[src/rtl/controle_multiciclo.sv]
// rtl/controle_multiciclo.sv - multicycle control FSM FETCH/EXEC/[MUL]/WB (optional MUL path: CTRL_MUL_EN)
module controle_multiciclo #(
  parameter int OP_W       = 4,
  parameter int MUL_CYCLES = 4,
  parameter int CNT_W      = 3
) (
  input  logic            clk,
  input  logic            rst,
  input  logic [OP_W-1:0] opcode,
  input  logic            imem_ready,
  input  logic            stall,
  input  logic            zero,
  output logic            EscIR,
  output logic            EscCP,
  output logic            EscCondCP,
  output logic [OP_W-1:0] ULA_OP,
  output logic            ULA_A,
  output logic [1:0]      ULA_B,
  output logic [1:0]      FonteCP,
  output logic            EscReg,
  output logic            flagimm,
  output logic            mul,
  output logic            busy,
  output logic            illegal
);

  localparam logic [1:0] FETCH = 2'd0;
  localparam logic [1:0] EXEC  = 2'd1;
  localparam logic [1:0] MUL   = 2'd2;
  localparam logic [1:0] WB    = 2'd3;

  logic [1:0] state;
  logic [1:0] state_nxt;
  logic [3:0] op_lo;
  logic       op_hi_nz;
  logic       is_r, is_i, is_j, is_b, is_m, is_ill;
  logic       mul_done;
  logic       wb_we;

  assign op_lo    = opcode[3:0];
  assign op_hi_nz = |(opcode >> 4);
  assign ULA_OP   = opcode;

  // Opcode class decode; anything with high bits set is illegal
  always_comb begin
    is_r   = 1'b0;
    is_i   = 1'b0;
    is_j   = 1'b0;
    is_b   = 1'b0;
    is_m   = 1'b0;
    is_ill = 1'b0;
    if (op_hi_nz) begin
      is_ill = 1'b1;
    end else begin
      case (op_lo)
        4'd0, 4'd1, 4'd3, 4'd4, 4'd5, 4'd13, 4'd14: is_r = 1'b1;
        4'd2, 4'd6, 4'd7, 4'd8, 4'd9, 4'd10:        is_i = 1'b1;
        4'd11:                                       is_j = 1'b1;
        4'd12:                                       is_b = 1'b1;
`ifdef CTRL_MUL_EN
        default:                                     is_m = 1'b1;
`else
        default:                                     is_ill = 1'b1;
`endif
      endcase
    end
  end

`ifdef CTRL_MUL_EN
  localparam logic [CNT_W-1:0] MUL_LAST = CNT_W'(MUL_CYCLES - 1);

  logic [CNT_W-1:0] cnt;

  assign mul_done = (cnt == MUL_LAST);

  // Multiply cycle counter: cleared when leaving EXEC, counts in MUL, frozen by stall
  always_ff @(posedge clk or posedge rst) begin
    if (rst) begin
      cnt <= '0;
    end else if (!stall) begin
      if (state == EXEC) begin
        cnt <= '0;
      end else if (state == MUL) begin
        cnt <= cnt + CNT_W'(1);
      end
    end
  end
`else
  logic mul_cfg_unused;

  assign mul_done       = 1'b1;
  assign mul_cfg_unused = (MUL_CYCLES > CNT_W);
`endif

  // Next-state logic; stall holds the current state
  always_comb begin
    state_nxt = state;
    if (!stall) begin
      case (state)
        FETCH:   if (imem_ready) state_nxt = EXEC;
        EXEC:    state_nxt = is_m ? MUL : WB;
        MUL:     if (mul_done) state_nxt = WB;
        default: state_nxt = FETCH;
      endcase
    end
  end

  // State register
  always_ff @(posedge clk or posedge rst) begin
    if (rst) begin
      state <= FETCH;
    end else begin
      state <= state_nxt;
    end
  end

  assign wb_we = (state == WB) && !stall;

  // Output decode; reset forces everything low, stall only masks the write enables
  always_comb begin
    EscIR     = 1'b0;
    EscCP     = 1'b0;
    EscCondCP = 1'b0;
    ULA_A     = 1'b0;
    ULA_B     = 2'b00;
    FonteCP   = 2'b00;
    EscReg    = 1'b0;
    flagimm   = 1'b0;
    mul       = 1'b0;
    busy      = 1'b0;
    illegal   = 1'b0;
    if (!rst) begin
      busy = (state != FETCH);
      if (state == FETCH) begin
        EscIR = imem_ready & ~stall;
      end else begin
        // Operand selects are set in EXEC and held unchanged until WB ends
        if (is_r || is_m) begin
          ULA_A = 1'b1;
        end
        if (is_i) begin
          ULA_A   = 1'b1;
          ULA_B   = 2'b10;
          flagimm = 1'b1;
        end
        case (state)
          EXEC: begin
            if (is_j) FonteCP = 2'b10;
            if (is_b) FonteCP = 2'b01;
`ifdef CTRL_MUL_EN
            mul = is_m;
`endif
          end
          MUL: begin
`ifdef CTRL_MUL_EN
            mul = 1'b1;
`endif
          end
          default: begin
            if (is_j) begin
              FonteCP = 2'b10;
            end else if (is_b && zero) begin
              FonteCP = 2'b01;
            end
            EscCP     = wb_we;
            EscReg    = wb_we & (is_r | is_i | is_m);
            EscCondCP = wb_we & is_b;
            illegal   = wb_we & is_ill;
          end
        endcase
      end
    end
  end

endmodule
[config.mk]
export PLATFORM = sky130hd
export DESIGN_NAME = controle_multiciclo
export DESIGN_NICKNAME = d
export VERILOG_FILES = /design/src/rtl/controle_multiciclo.sv
export SDC_FILE = /design/constraint.sdc
export NUM_CORES = 1
export LEC_CHECK = 0
export BUFFER_PORTS_ARGS = -buffer_cell sky130_fd_sc_hd__buf_2
export CAP_MARGIN = 20
export CORE_AREA = 8 8 45 47
export DETAILED_ROUTE_END_ITERATION = 6
export DIE_AREA = 0 0 53 55
export PLACE_DENSITY_LB_ADDON = 0.12
export SYNTH_ARGS = -nofsm -noshare
export SYNTH_HDL_FRONTEND = slang
export SYNTH_SLANG_ARGS = --single-unit
[constraint.sdc]
create_clock -name clk -period 2.35 [get_ports clk]
set_clock_uncertainty 0.2 [all_clocks]
set_input_delay 0.705 -clock clk [delete_from_list [all_inputs] [get_ports clk]]
set_output_delay 0.705 -clock clk [all_outputs]
set_load 0.005 [all_outputs]
# After elaboration in Yosys (flattened, before gate mapping)
# Index checks and enable logic that the tools add are counted.
dict set report totals {
  regBits 2
  latchBits 0
  ramBits 0
  mem_bits_ro 0
  output_inout_bits 17
  word_cells 75
  n_memories 0
}
dict set report classes {
  addsub 0
  n_mul 0
  n_div 0
  order_cmp 0
  n_eq_ne 18
  shifts 0
  n_mux 39
  n_bitwise 6
  reduce_logical 11
}
# operator count
set ops {}
lappend ops {{$eq 4x4->1 const B} 7}
lappend ops {{$mux 1} 28}
lappend ops {{$mux 2} 9}
lappend ops {{$eq 4x3->1 const B} 4}
lappend ops {{$reduce_or 15->1} 1}
lappend ops {{$eq 4x2->1 const B} 2}
lappend ops {{$pmux 2 s2} 2}
lappend ops {{$reduce_or 7->1} 1}
lappend ops {{$reduce_or 6->1} 1}
lappend ops {{$and 1x1->1} 4}
lappend ops {{$eq 2x2->1 const B} 2}
lappend ops {{$eq 4x1->1 const B} 1}
lappend ops {{$logic_not 4->1} 1}
lappend ops {{$eq 2x1->1 const B} 1}
lappend ops {{$logic_and 1x1->1} 2}
lappend ops {{$logic_not 2->1} 1}
lappend ops {{$ne 2x2->1 const B} 1}
lappend ops {{$reduce_and 2->1} 1}
lappend ops {{$reduce_bool 2->1} 1}
lappend ops {{$reduce_or 2->1} 1}
lappend ops {{$logic_not 1->1} 1}
lappend ops {{$not 1->1} 1}
lappend ops {{$or 1x1->1} 1}

# Logic depth before layout (Yosys ltp)
dict set report logic_depth {
  ltp_word 8
  ltp_mapped 6
  depth_no_buf 5
}

# Worst setup path before layout
# OpenSTA, ideal clock, no wires.
dict set report synth_path {
  path_type {input port to output port}
  from {input rst}
  to {output FonteCP[0]}
  arrival_time_ns 1.401
  t_required_ns 1.445
  setup_slack_ns 0.044
  cell_stages 3
  path_cell_list {nor2_4 -> or4b_1 -> a21oi_2}
}
dict set report synth_between {
  elab_chain_len 1
}
# item line
set synth_rtl {}
lappend synth_rtl {{start: declaration} 8} ;# input logic rst,
lappend synth_rtl {{$mux 2} 132} ;# if (!rst) begin
lappend synth_rtl {{end: declaration} 19} ;# output logic [1:0] FonteCP,
# Every way passes these cells.

# Worst setup path after layout
dict set report layout_path {
  from {input opcode[1]}
  to {output EscReg}
}
dict set report layout_between {
  elab_chain_len 8
  word_cells_on_any_way 22
  cone_classes {12 x eq/ne; 5 x mux; 2 x bitwise; 3 x reduce/logical}
}
# item line
set layout_rtl {}
lappend layout_rtl {{start: declaration} 9} ;# input logic [OP_W-1:0] opcode,
lappend layout_rtl {{$eq 4x1->1, or another cell as far along} 55} ;# case (op_lo)
lappend layout_rtl {{$reduce_or 7->1 or $reduce_or 6->1 (tied branches)} n/a}
lappend layout_rtl {{$mux 1} 55}
lappend layout_rtl {{$or 1x1->1 *} 166} ;# EscReg = wb_we & (is_r | is_i | is_m);
lappend layout_rtl {{$and 1x1->1 *} 166}
lappend layout_rtl {{$mux 1 *} 146} ;# case (state)
lappend layout_rtl {{$mux 1 *} 134} ;# if (state == FETCH) begin
lappend layout_rtl {{$mux 1 *} 132}
lappend layout_rtl {{end: declaration} 20} ;# output logic EscReg,
# Mark *: on every way between the ends. The rest lies on a longest branch, timed or not.

==> results.sh <==
export IMPL_first_iter_violations=3
export IMPL_hold_viol=0
export IMPL_die_h_um=55
export IMPL_synth_top_cell_area_share_pct=15.8
export IMPL_powerDensity_nw_per_um2=836
export IMPL_rsz0062_at_grt="yes"
export IMPL_violations="setup timing"
export IMPL_grt_max_degree=7
export IMPL_dp_cells=87
export IMPL_seqPwrFrac_pct=11.8
export IMPL_cts_tree="built"
export IMPL_synth_enable_flop_cells=0
export IMPL_drive_above_1_share_pct=70.0
export IMPL_switching_share_pct=37.7
export IMPL_fmax_ghz=0.402
export IMPL_grt_pass1_vias=461
export IMPL_area_growth_pct=92.1
export IMPL_status="complete, but fails checks"
export IMPL_synth_seq_cells=2
export IMPL_peakVddDrop_mv=0.442
export IMPL_crit_fanout=3
export IMPL_finalNonFillerCells=96
export IMPL_antenna_found_initial=0
export IMPL_routabilityCongestion=0.861
export IMPL_worstReg2RegStart="state[1]"
export IMPL_htreeDepth=1
export IMPL_largestRegisters="state (2)"
export IMPL_rows=14
export IMPL_use_met1_pct=7.14
export IMPL_worst_ep_required_time_ns=1.44
export IMPL_clk_latency_ns=0.22
export IMPL_worst_r2r_cell_count=5
export IMPL_die_width_um=53
export IMPL_yosysWarnings=0
export IMPL_drv_cap=0
export IMPL_grt_pass1_wl_mm=1.79
export IMPL_fp_coreArea_um2=1380
export IMPL_setup_violations=5
export IMPL_crit_start="opcode[1]"
export IMPL_synth_async_reset_ratio_pct=100
export IMPL_register_area_um2=50.0
export IMPL_grtUsageMet3_pct=2.41
export IMPL_routedWlPerCell_um=11.5
export IMPL_ys_seq_area_share_pct=15.1
export IMPL_fill_cells=156
export IMPL_postRouteAntennaNets=0
export IMPL_min_period_ns=2.48
export IMPL_place_ws_ns=-0.179
export IMPL_cp_end_kind="output port"
export IMPL_clkTransAtPathRegs_ns=0.03
export IMPL_synth_area_um2=332
export IMPL_portBuffers=23
export IMPL_comb_power_share_pct=74.1
export IMPL_hold_ws_ns=0.269
export IMPL_die_area_um2=2920
export IMPL_dp_hpwl_um=887
export IMPL_netlist_top_cells_area="buf_4, dfrtp_1, ha_1"
export IMPL_vias=428
export IMPL_wirelength_mm=1.11
export IMPL_gr_usage_met2_pct=14.3
export IMPL_regMostFlops="state"
export IMPL_cts_hold_buffers_added=0
export IMPL_placed_cell_area_um2=485
export IMPL_busiest_layer="met2"
export IMPL_postLayoutCellArea_um2=637
export IMPL_multiInputGateArea_um2=265
export IMPL_grt_ovfl_total=0
export IMPL_internal_power_w=0.000332
export IMPL_start_util_pct=24.0
export IMPL_first_pass_iters=2
export IMPL_grtUsageTotal_pct=7.81
export IMPL_reg2reg_slack_ns=0.73
export IMPL_largest_reg_flops=2
export IMPL_synth_ff_type="dfrtp_1"
export IMPL_cts_num_sinks=2
export IMPL_cts_buffer_depth=2
export IMPL_period_share_pct=106
export IMPL_pin_count=26
export IMPL_p_total_w=0.000532
export IMPL_power_switching_w=0.000201
export IMPL_synthCells=45
export IMPL_worstHoldPathType="input pin to asynchronous set/reset pin"
export IMPL_nets=94
export IMPL_synth_top_area_cell="buf_4"
export IMPL_p_clk_share_pct=14.1
export IMPL_fin_ws_ns=-0.135
export IMPL_via_per_inst=4.46
export IMPL_cts_buffers=3
export IMPL_clockRootBuffer="clkbuf_4"
export IMPL_num_antenna_cells=0
export IMPL_start_kind="input pin"
export IMPL_crit_arrival_ns=1.58
export IMPL_r2r_end="state[1]"
export IMPL_drc_errors=0
export IMPL_timing_final_max_slew_violations=0
export IMPL_avgSynthCellArea_um2=7.37
export IMPL_p_leak_nw=0.340
export IMPL_crit_type="input pin to output port"
export IMPL_synth_cell_types=22
-- cells in the final DEF, fill, tap and decap left out, types with 2 or more instances in the layout --
cell type,synthesis,layout
nor2_1,5,4
clkbuf_4,0,3
ha_1,3,2
dfrtp_1,2,2
conb_1,1,2
inv_1,6,4
nand2_1,3,3
buf_4,7,15
buf_6,0,3
inv_2,0,2
nor3_2,0,2
nor2_4,1,2
buf_2,0,19
-- metrics by stage --
step           util [%]  setup TNS (ns)
2_1_floorplan         -               0
3_3_place_gp       35.1          -0.636
3_5_place_dp       35.1          -0.587
4_1_cts            41.8          -0.396
5_1_grt            46.0          -0.991
6_report           46.0          -0.523
-- worst max-delay path, cell delays in order --
cell and delay [ns]:
buf_2 0.12, or3b_4 0.39, a21boi_2 0.19, nor2_1 0.05
buf_2 0.12
-- worst max-delay path by stage --
| stage | slack (ns) | depth (start not counted) | end |
|---|---|---|---|
| finish | -0.13 | 5 | EscReg |
| global route | -0.20 | 5 | FonteCP[0] |
| CTS | -0.15 | 6 | FonteCP[0] |
| detailed placement | -0.18 | 5 | FonteCP[0] |
| global placement | -0.17 | 5 | FonteCP[0] |
| floorplan | 0.04 | 3 | FonteCP[0] |
-- layout make-up --
cell class,instances,area share [%]
tap,16,3.14
sequential,2,7.86
clock buffer,3,3.54
inverter,6,3.54
timing repair buffer,38,40.3
multi-input combinational,31,41.7
-- synth_stat cells, types with 2 or more instances --
cell,n
nand3_1,2
nor3_1,3
buf_4,7
ha_1,3
nand2_1,3
nor2_1,5
dfrtp_1,2
inv_1,6
-- power by group through the flow --
stage	Clock, W	Sequential [W]	Combinational [W]
after global routing	0.0000797	0.0000636	0.000432
after floorplan	0	0.0000629	0.000148
final	0.0000748	0.0000630	0.000395
after detailed placement	0	0.0000629	0.000255
after global placement	0	0.0000627	0.000257
after CTS	0.0000815	0.0000624	0.000330
-- logic make-up after synthesis --
logic type                 after synthesis  share of synthesized area (%)
and+or+nand+nor                         19                           32.1
buffers and inverters                   13                           22.6
AOI/OAI and AO/OA                        5                           11.3
adders and majority gates                3                           11.3
muxes                                    2                           6.41
DFF                                      2                           15.1
other                                    1                           1.13
-- timing repair --
action	4_1_cts	5_1_grt
pin swaps	5	6
resized for setup	12	8
setup buffers	3	3
cloned	0	0
endpoints found under the setup margin	7	7
-- routing by layer --
metal  vias up  wire length [µm]
li1        210                 -
met4         0                 0
met3         0               140
met1       202               390
met2        16               575
met5         -                 0
No activity file was read; power rests on OpenSTA's default activity.
